--- src/rtl/decode_stage.sv ---
// decode_stage: splits the fetched word into execute fields, one cycle of latency.
// Define DECODE_SCOREBOARD_EN to add the pending-write table, hold register and RAW stall.
module decode_stage #(
    parameter int unsigned PENDING_DEPTH = 2
) (
    input  logic        clk,
    input  logic        rst,
    input  logic [31:0] instructionDecode,
    output logic        stall,
    output logic        valid_ex,
    output logic [4:0]  opc_ex,
    output logic [3:0]  rc_ex,
    output logic [3:0]  ra_ex,
    output logic [3:0]  rb_ex,
    output logic        imb_ex,
    output logic [2:0]  cond_ex,
    output logic        cmp_ex,
    output logic [13:0] imm_ex
);

    logic [31:0] sel;
    logic        hazard;

`ifdef DECODE_SCOREBOARD_EN
    logic [31:0] hold;
    logic        hold_valid;
    logic        pend_v [PENDING_DEPTH];
    logic [3:0]  pend_r [PENDING_DEPTH];

    logic [4:0]  sel_opc;
    logic [3:0]  sel_rc;
    logic [3:0]  sel_ra;
    logic [3:0]  sel_rb;
    logic        sel_imb;
    logic        sel_writes;
    logic        rd_a;
    logic        rd_b;

    assign sel     = hold_valid ? hold : instructionDecode;
    assign sel_opc = sel[31:27];
    assign sel_rc  = sel[26:23];
    assign sel_ra  = sel[22:19];
    assign sel_imb = sel[18];
    assign sel_rb  = sel[3:0];

    // Opcodes 1..15 write Rc; R0 is never tracked and never read-hazards.
    assign sel_writes = (sel_opc != 5'd0) && !sel_opc[4] && (sel_rc != 4'd0);
    assign rd_a       = (sel_opc != 5'd0) && (sel_ra != 4'd0);
    assign rd_b       = (sel_opc != 5'd0) && !sel_imb && (sel_rb != 4'd0);

    always_comb begin
        hazard = 1'b0;
        for (int unsigned i = 0; i < PENDING_DEPTH; i++) begin
            if (pend_v[i] && ((rd_a && (sel_ra == pend_r[i])) ||
                              (rd_b && (sel_rb == pend_r[i]))))
                hazard = 1'b1;
        end
    end

    // Qualified by rst so stall stays low for the whole reset window.
    assign stall = hazard && rst;

    always_ff @(posedge clk) begin
        if (!rst) begin
            hold       <= '0;
            hold_valid <= 1'b0;
            for (int unsigned i = 0; i < PENDING_DEPTH; i++) begin
                pend_v[i] <= 1'b0;
                pend_r[i] <= '0;
            end
        end else begin
            for (int unsigned i = 1; i < PENDING_DEPTH; i++) begin
                pend_v[i] <= pend_v[i-1];
                pend_r[i] <= pend_r[i-1];
            end
            pend_v[0]  <= sel_writes && !hazard;
            pend_r[0]  <= sel_rc;
            hold_valid <= hazard;
            if (hazard)
                hold <= sel;
        end
    end
`else
    assign sel    = instructionDecode;
    assign hazard = 1'b0;
    assign stall  = 1'b0;
`endif

    always_ff @(posedge clk) begin
        if (!rst || hazard) begin
            valid_ex <= 1'b0;
            opc_ex   <= '0;
            rc_ex    <= '0;
            ra_ex    <= '0;
            rb_ex    <= '0;
            imb_ex   <= 1'b0;
            cond_ex  <= '0;
            cmp_ex   <= 1'b0;
            imm_ex   <= '0;
        end else begin
            valid_ex <= (sel[31:27] != 5'd0);
            opc_ex   <= sel[31:27];
            rc_ex    <= sel[26:23];
            ra_ex    <= sel[22:19];
            rb_ex    <= sel[3:0];
            imb_ex   <= sel[18];
            cond_ex  <= sel[17:15];
            cmp_ex   <= sel[14];
            imm_ex   <= sel[13:0];
        end
    end

endmodule
--- config.mk ---
export PLATFORM = sky130hd
export DESIGN_NAME = decode_stage
export DESIGN_NICKNAME = d
export VERILOG_FILES = /design/src/rtl/decode_stage.sv
export SDC_FILE = /design/constraint.sdc
export NUM_CORES = 1
export LEC_CHECK = 0
export CAP_MARGIN = 20
export CORE_MARGIN = 4
export CORE_UTILIZATION = 34
export CTS_CLUSTER_SIZE = 20
export DETAILED_ROUTE_END_ITERATION = 7
export GPL_TIMING_DRIVEN = 0
export PLACE_DENSITY = 0.82
export SKIP_CTS_REPAIR_TIMING = 1
export SLEW_MARGIN = 20
export SYNTH_ARGS = -nofsm -noshare
export SYNTH_HDL_FRONTEND = slang
export SYNTH_SLANG_ARGS = --single-unit
--- constraint.sdc ---
create_clock -name clk -period 2.9 [get_ports clk]
set_clock_uncertainty 0.05 [all_clocks]
set_input_delay 0.58 -clock clk [delete_from_list [all_inputs] [get_ports clk]]
set_output_delay 0.58 -clock clk [all_outputs]
set_load 0.02 [all_outputs]
==> flow_metrics.tcl, run 1 <==
set metrics [dict create \
    status "complete, no violations" \
    slowest_stage "clkdlybuf4s50_1" \
    drive_above_1_share 0.0714 \
    setup_viol 0 \
    nNetsFinal 187 \
    cts_made_buffers 5 \
    drt_iter0_drc 5 \
    drtAntennaViolNets 0 \
    vias 751 \
    slew_violations 0 \
    powerDensity_nw_per_um2 512 \
    io_buffer_count 70 \
    post_dp_cell_area_um2 1670 \
    crit_path_end "rb_ex[2]" \
    fillers 207 \
    synthTopCellsByCount "dfxtp_1, and2_1, buf_4" \
    cellLeakagePower_nw 0.688 \
    ys.flop_type "dfxtp_1" \
    die_h_um 60.3 \
    hold_class "in -> reg" \
    seq_area_frac_synth 0.711 \
    slowest_delay_ns 0.59 \
    tns_ns 0 \
    dieArea_um2 3630 \
    cts_tree "done" \
    startpoint "rb_ex[2]$_SDFF_PN0_" \
    h-tree-depth 2 \
    antenna_cells 0 \
    critPathArrivalTime_ns 1.38 \
    cts-root-buf "clkbuf_4" \
    drt-vias-per-instance 4.08 \
    totalWireLength_um 2210 \
    ys_types 8 \
    syn_inst 76 \
    hold_viol 0 \
    synth-edff-count 0 \
    peakVddDrop_mv 0.366 \
    io_pins 72 \
    rsz0062_at_grt "no" \
    netlist.area_leader.share 0.711 \
    syn-num-nets 110 \
    grt_pass1_vias 774 \
    grt-ovfl-total 0 \
    grt_pass1_wl_um 3420 \
    cts.sinks 33 \
    crit_path_end_kind "primary output" \
    cap_violations 0 \
    async_flop_share 0 \
    core_um2 2540 \
    grt_antenna_before_repair 0 \
    post-route-drc-count 0 \
    crit_buf_inv 2 \
    hp-start "instructionDecode[24]" \
    clk_pin_slew_ns 0.09 \
    cp.required_ns 2.27 \
    path_cells "buf_4 -> clkdlybuf4s50_1" \
    timing.fmax_mhz 497 \
    grtUsageTotal 0.139 \
    period_minus_slack_ns 2.01 \
    ys_top_cells_by_area "dfxtp_1, and2_1, buf_4" \
    min_period_over_period 0.693 \
    worst-path-max-fanout 2 \
    avgSynthCellArea_um2 12.2 \
    criticalPathCategory "reg -> out" \
    fp.dieW_um 60.3 \
    num_rows 18 \
    first_pass_iters 3 \
    area_growth_pct 84.7 \
    synth_seq_cells 33 \
    synth.most_common_cell "dfxtp_1" \
    startpoint_type "flop" \
    start_util 0.365 \
    crit_family "buffers and inverters" \
    fin_area_um2 1720 \
    clockBufferDepth 2 \
    path_depth 2 \
    grt_max_degree 11 \
    wl_per_cell_um 12.0 \
    ys_warn_count 0 \
    yosys.area.top_type "dfxtp_1" \
    gp_congestion 0.674 \
    netlist_area_um2 930 \
]
power breakdown:
group / total [W] / internal, W / leakage, nW / switching [W]
sequential: 0.000484 / 0.000477 / 0.275 / 0.00000688
combinational: 0.000161 / 0.0000987 / 0.386 / 0.0000621
clock: 0.000233 / 0.0000966 / 0.0265 / 0.000137
total: 0.000878 / 0.000673 / 0.688 / 0.000206
layout by cell type, fill, tap and decap left out:
master           Yosys  routed
clkdlybuf4s50_1      0      70
dfxtp_1             33      33
and2_1              31      31
clkbuf_1             3       6
buf_4                5       5
clkbuf_4             0       5
and2_2               1       1
or4_1                1       1
o21a_1               1       1
conb_1               1       1
area by class of cell:
cell class | count | area (µm²) | share of cell area
Sequential cell | 33 | 661 | 0.385
Multi-Input combinational cell | 35 | 220 | 0.128
Clock buffer | 8 | 48.8 | 0.0284
Buffer | 8 | 48.8 | 0.0284
Tap cell | 30 | 37.5 | 0.0219
Timing Repair Buffer | 70 | 701 | 0.408
worst min path at each step:
stage	endpoint	slack (ns)	depth (start not counted)
2_1_floorplan	opc_ex[1]$_SDFF_PN0_	0.65	1
3_3_place_gp	rc_ex[1]$_SDFF_PN0_	1.10	2
3_5_place_dp	rc_ex[1]$_SDFF_PN0_	1.10	2
4_1_cts	rc_ex[1]$_SDFF_PN0_	0.75	2
5_1_grt	rc_ex[1]$_SDFF_PN0_	0.76	2
6_report	rc_ex[1]$_SDFF_PN0_	0.76	2
state kept, by name (all words and copies together) (netlist names):
register,cells
rb_ex,3
imb_ex,1
rc_ex,4
cmp_ex,1
ra_ex,4
valid_ex,1
opc_ex,5
cond_ex,3
imm_ex,11
per-stage QoR:
step	utilization	cells	hold slack [ns]	power [W]	setup slack, ns
6_report	0.675	184	0.758	0.000878	0.889
5_1_grt	0.675	184	0.760	0.000922	0.829
4_1_cts	0.675	184	0.746	0.000892	0.864
3_5_place_dp	0.655	176	1.10	0.000658	1.03
3_3_place_gp	0.655	176	1.10	0.000654	1.05
2_1_floorplan	-	76	0.652	0.000555	1.49
per-layer routing:
metal  vias to the layer above  global-route usage  routed length (µm)
li1                        377                   -                   -
met1                       330               0.109                 762
met2                        39               0.264                1170
met3                         5              0.0540                 216
met4                         0               0.104                  55
met5                         -                   0                   0
kinds of logic after synthesis:
group	after synthesis	share of synthesized area
flip-flops	33	0.711
other	1	0.00403
buffers and inverters	8	0.0525
AND/OR/NAND/NOR	33	0.225
AO/OA/AOI/OAI	1	0.00808
(Power assumes the default switching activity.)
==> run 2, diff against run 1 <==
Settings changed: CORE_UTILIZATION 34 to 32, PLACE_DENSITY 0.82 to 0.78.
Clock period 2.9 ns to 2 ns, I/O delays scaled along.
==> run 2 against run 1 <==
  * First-iteration DRC count grew 80%
  * Die area grew 5.4%
  * Worst hold slack lost 0.17 ns
  * Global-route usage shrank 1.1 points
  * Via count grew 1.3%
  * Sequential share of layout area is essentially flat
  * Cell area is essentially flat
  * Clock-buffer cell count is the same
  * Non-clock buffer count is the same
  * Combinational power grew 44%
  * Critical path depth is the same
  * Sequential power grew 45%
==> flow_metrics.tcl, run 2 (synthesized netlist as in run 1, its figures left out) <==
set metrics [dict create \
    drt_iter0_drc 9 \
    h-tree-depth 2 \
    critPathArrivalTime_ns 1.36 \
    cp.required_ns 1.55 \
    instances_no_fill 185 \
    startpoint_type "flop" \
    powerDensity_nw_per_um2 742 \
    post_dp_cell_area_um2 1670 \
    first_pass_iters 4 \
    core_um2 2760 \
    wl_per_cell_um 11.7 \
    cellLeakagePower_nw 0.688 \
    cts.sinks 33 \
    hp-start "instructionDecode[24]" \
    dieArea_um2 3830 \
    status "complete, no violations" \
    cts-root-buf "clkbuf_4" \
    vias 761 \
    fp.dieW_um 61.9 \
    most-common-layout-cells "clkdlybuf4s50_1, dfxtp_1, and2_1" \
    gp_congestion 0.663 \
    post-route-drc-count 0 \
    nNetsFinal 187 \
    slew_violations 0 \
    drive_above_1_share 0.0714 \
    cap_violations 0 \
    hpwlAfterDp_um 1770 \
    fin_area_um2 1720 \
    worst-path-max-fanout 2 \
    fillers 246 \
    hold_viol 0 \
    hold_class "in -> reg" \
    cts_made_buffers 5 \
    area_growth_pct 84.8 \
    tns_ns 0 \
    min_period_over_period 0.903 \
    largest_register_ffs 11 \
    place_inst 177 \
    grt-ovfl-total 0 \
    largest-register "imm_ex" \
    num_rows 19 \
    io_buffer_count 70 \
    top_regs "imm_ex x11, opc_ex x5" \
    io_pins 72 \
    die_h_um 61.9 \
    rsz0062_at_grt "no" \
    holdPathStages 2 \
    grt_antenna_before_repair 0 \
    p_total_w 0.00127 \
    grt_pass1_vias 771 \
    drt-vias-per-instance 4.11 \
    period_minus_slack_ns 1.81 \
    grt_pass1_wl_um 3220 \
    timing.fmax_mhz 554 \
    crit_path_end_kind "primary output" \
    layout_commonest_cell "clkdlybuf4s50_1" \
    antenna_cells 0 \
    peakVddDrop_mv 0.596 \
    grt_max_degree 11 \
    clockBufferDepth 2 \
    clk_pin_slew_ns 0.09 \
    totalWireLength_um 2160 \
    drtAntennaViolNets 0 \
    grtUsageTotal 0.128 \
    start_util 0.337 \
    hold_end "rc_ex[1]$_SDFF_PN0_" \
    criticalPathCategory "reg -> out" \
    cts_tree "done" \
    setup_viol 0 \
]
run 2: cell counts in the layout (fill, tap and decap cells not counted):
Identical to the previous run, type by type.
run 2: worst max-delay path: stages (launching register included):
cell             delay, ns
dfxtp_1               0.34
buf_4                 0.10
clkdlybuf4s50_1       0.59
run 2: how the worst max path moves through the flow:
stage,startpoint,end,slack (ns),depth (start not counted)
after floorplan,instructionDecode[27],valid_ex$_SDFF_PN0_,0.77,2
after global placement,instructionDecode[27],valid_ex$_SDFF_PN0_,0.33,3
after detailed placement,instructionDecode[27],valid_ex$_SDFF_PN0_,0.34,3
after CTS,rb_ex[0]$_SDFF_PN0_,rb_ex[0],0.15,2
after global routing,imm_ex[3]$_SDFF_PN0_,rb_ex[3],0.12,2
final,rb_ex[0]$_SDFF_PN0_,rb_ex[0],0.19,2
run 2: area by class of cell:
type / count / area, µm² / share of cell area
Multi-Input combinational cell: 35 / 220 / 0.128
Tap cell: 31 / 38.8 / 0.0226
Clock buffer: 8 / 48.8 / 0.0284
Timing Repair Buffer: 70 / 701 / 0.408
Sequential cell: 33 / 661 / 0.385
Buffer: 8 / 48.8 / 0.0284
run 2: layer usage:
metal / global-route usage / routed length, µm / part of all wire
met1: 0.106 / 687 / 0.32
met2: 0.209 / 1050 / 0.49
met3: 0.0826 / 350 / 0.16
met4: 0.109 / 70 / 0.032
met5: 0 / 0 / 0
run 2: metrics by stage:
stage                     hold WS [ns]  setup slack [ns]   util
after global routing             0.569             0.116  0.623
after global placement           0.924             0.326  0.605
after detailed placement         0.932             0.338  0.605
after floorplan                  0.472             0.768      -
final                            0.586             0.195  0.623
after CTS                        0.567             0.151  0.623
run 2: where the power goes:
part / internal, W / leakage [nW] / switching, W
sequential: 0.000692 / 0.275 / 0.00000973
combinational: 0.000143 / 0.386 / 0.0000887
clock: 0.000140 / 0.0265 / 0.000201
total: 0.000975 / 0.688 / 0.000299
==> run 3, diff against run 2 <==
Settings changed: GPL_ROUTABILITY_DRIVEN set to 1.
==> results of run 3 <==
Same layout as run 2: the final DEF is identical, and so are final timing and power.
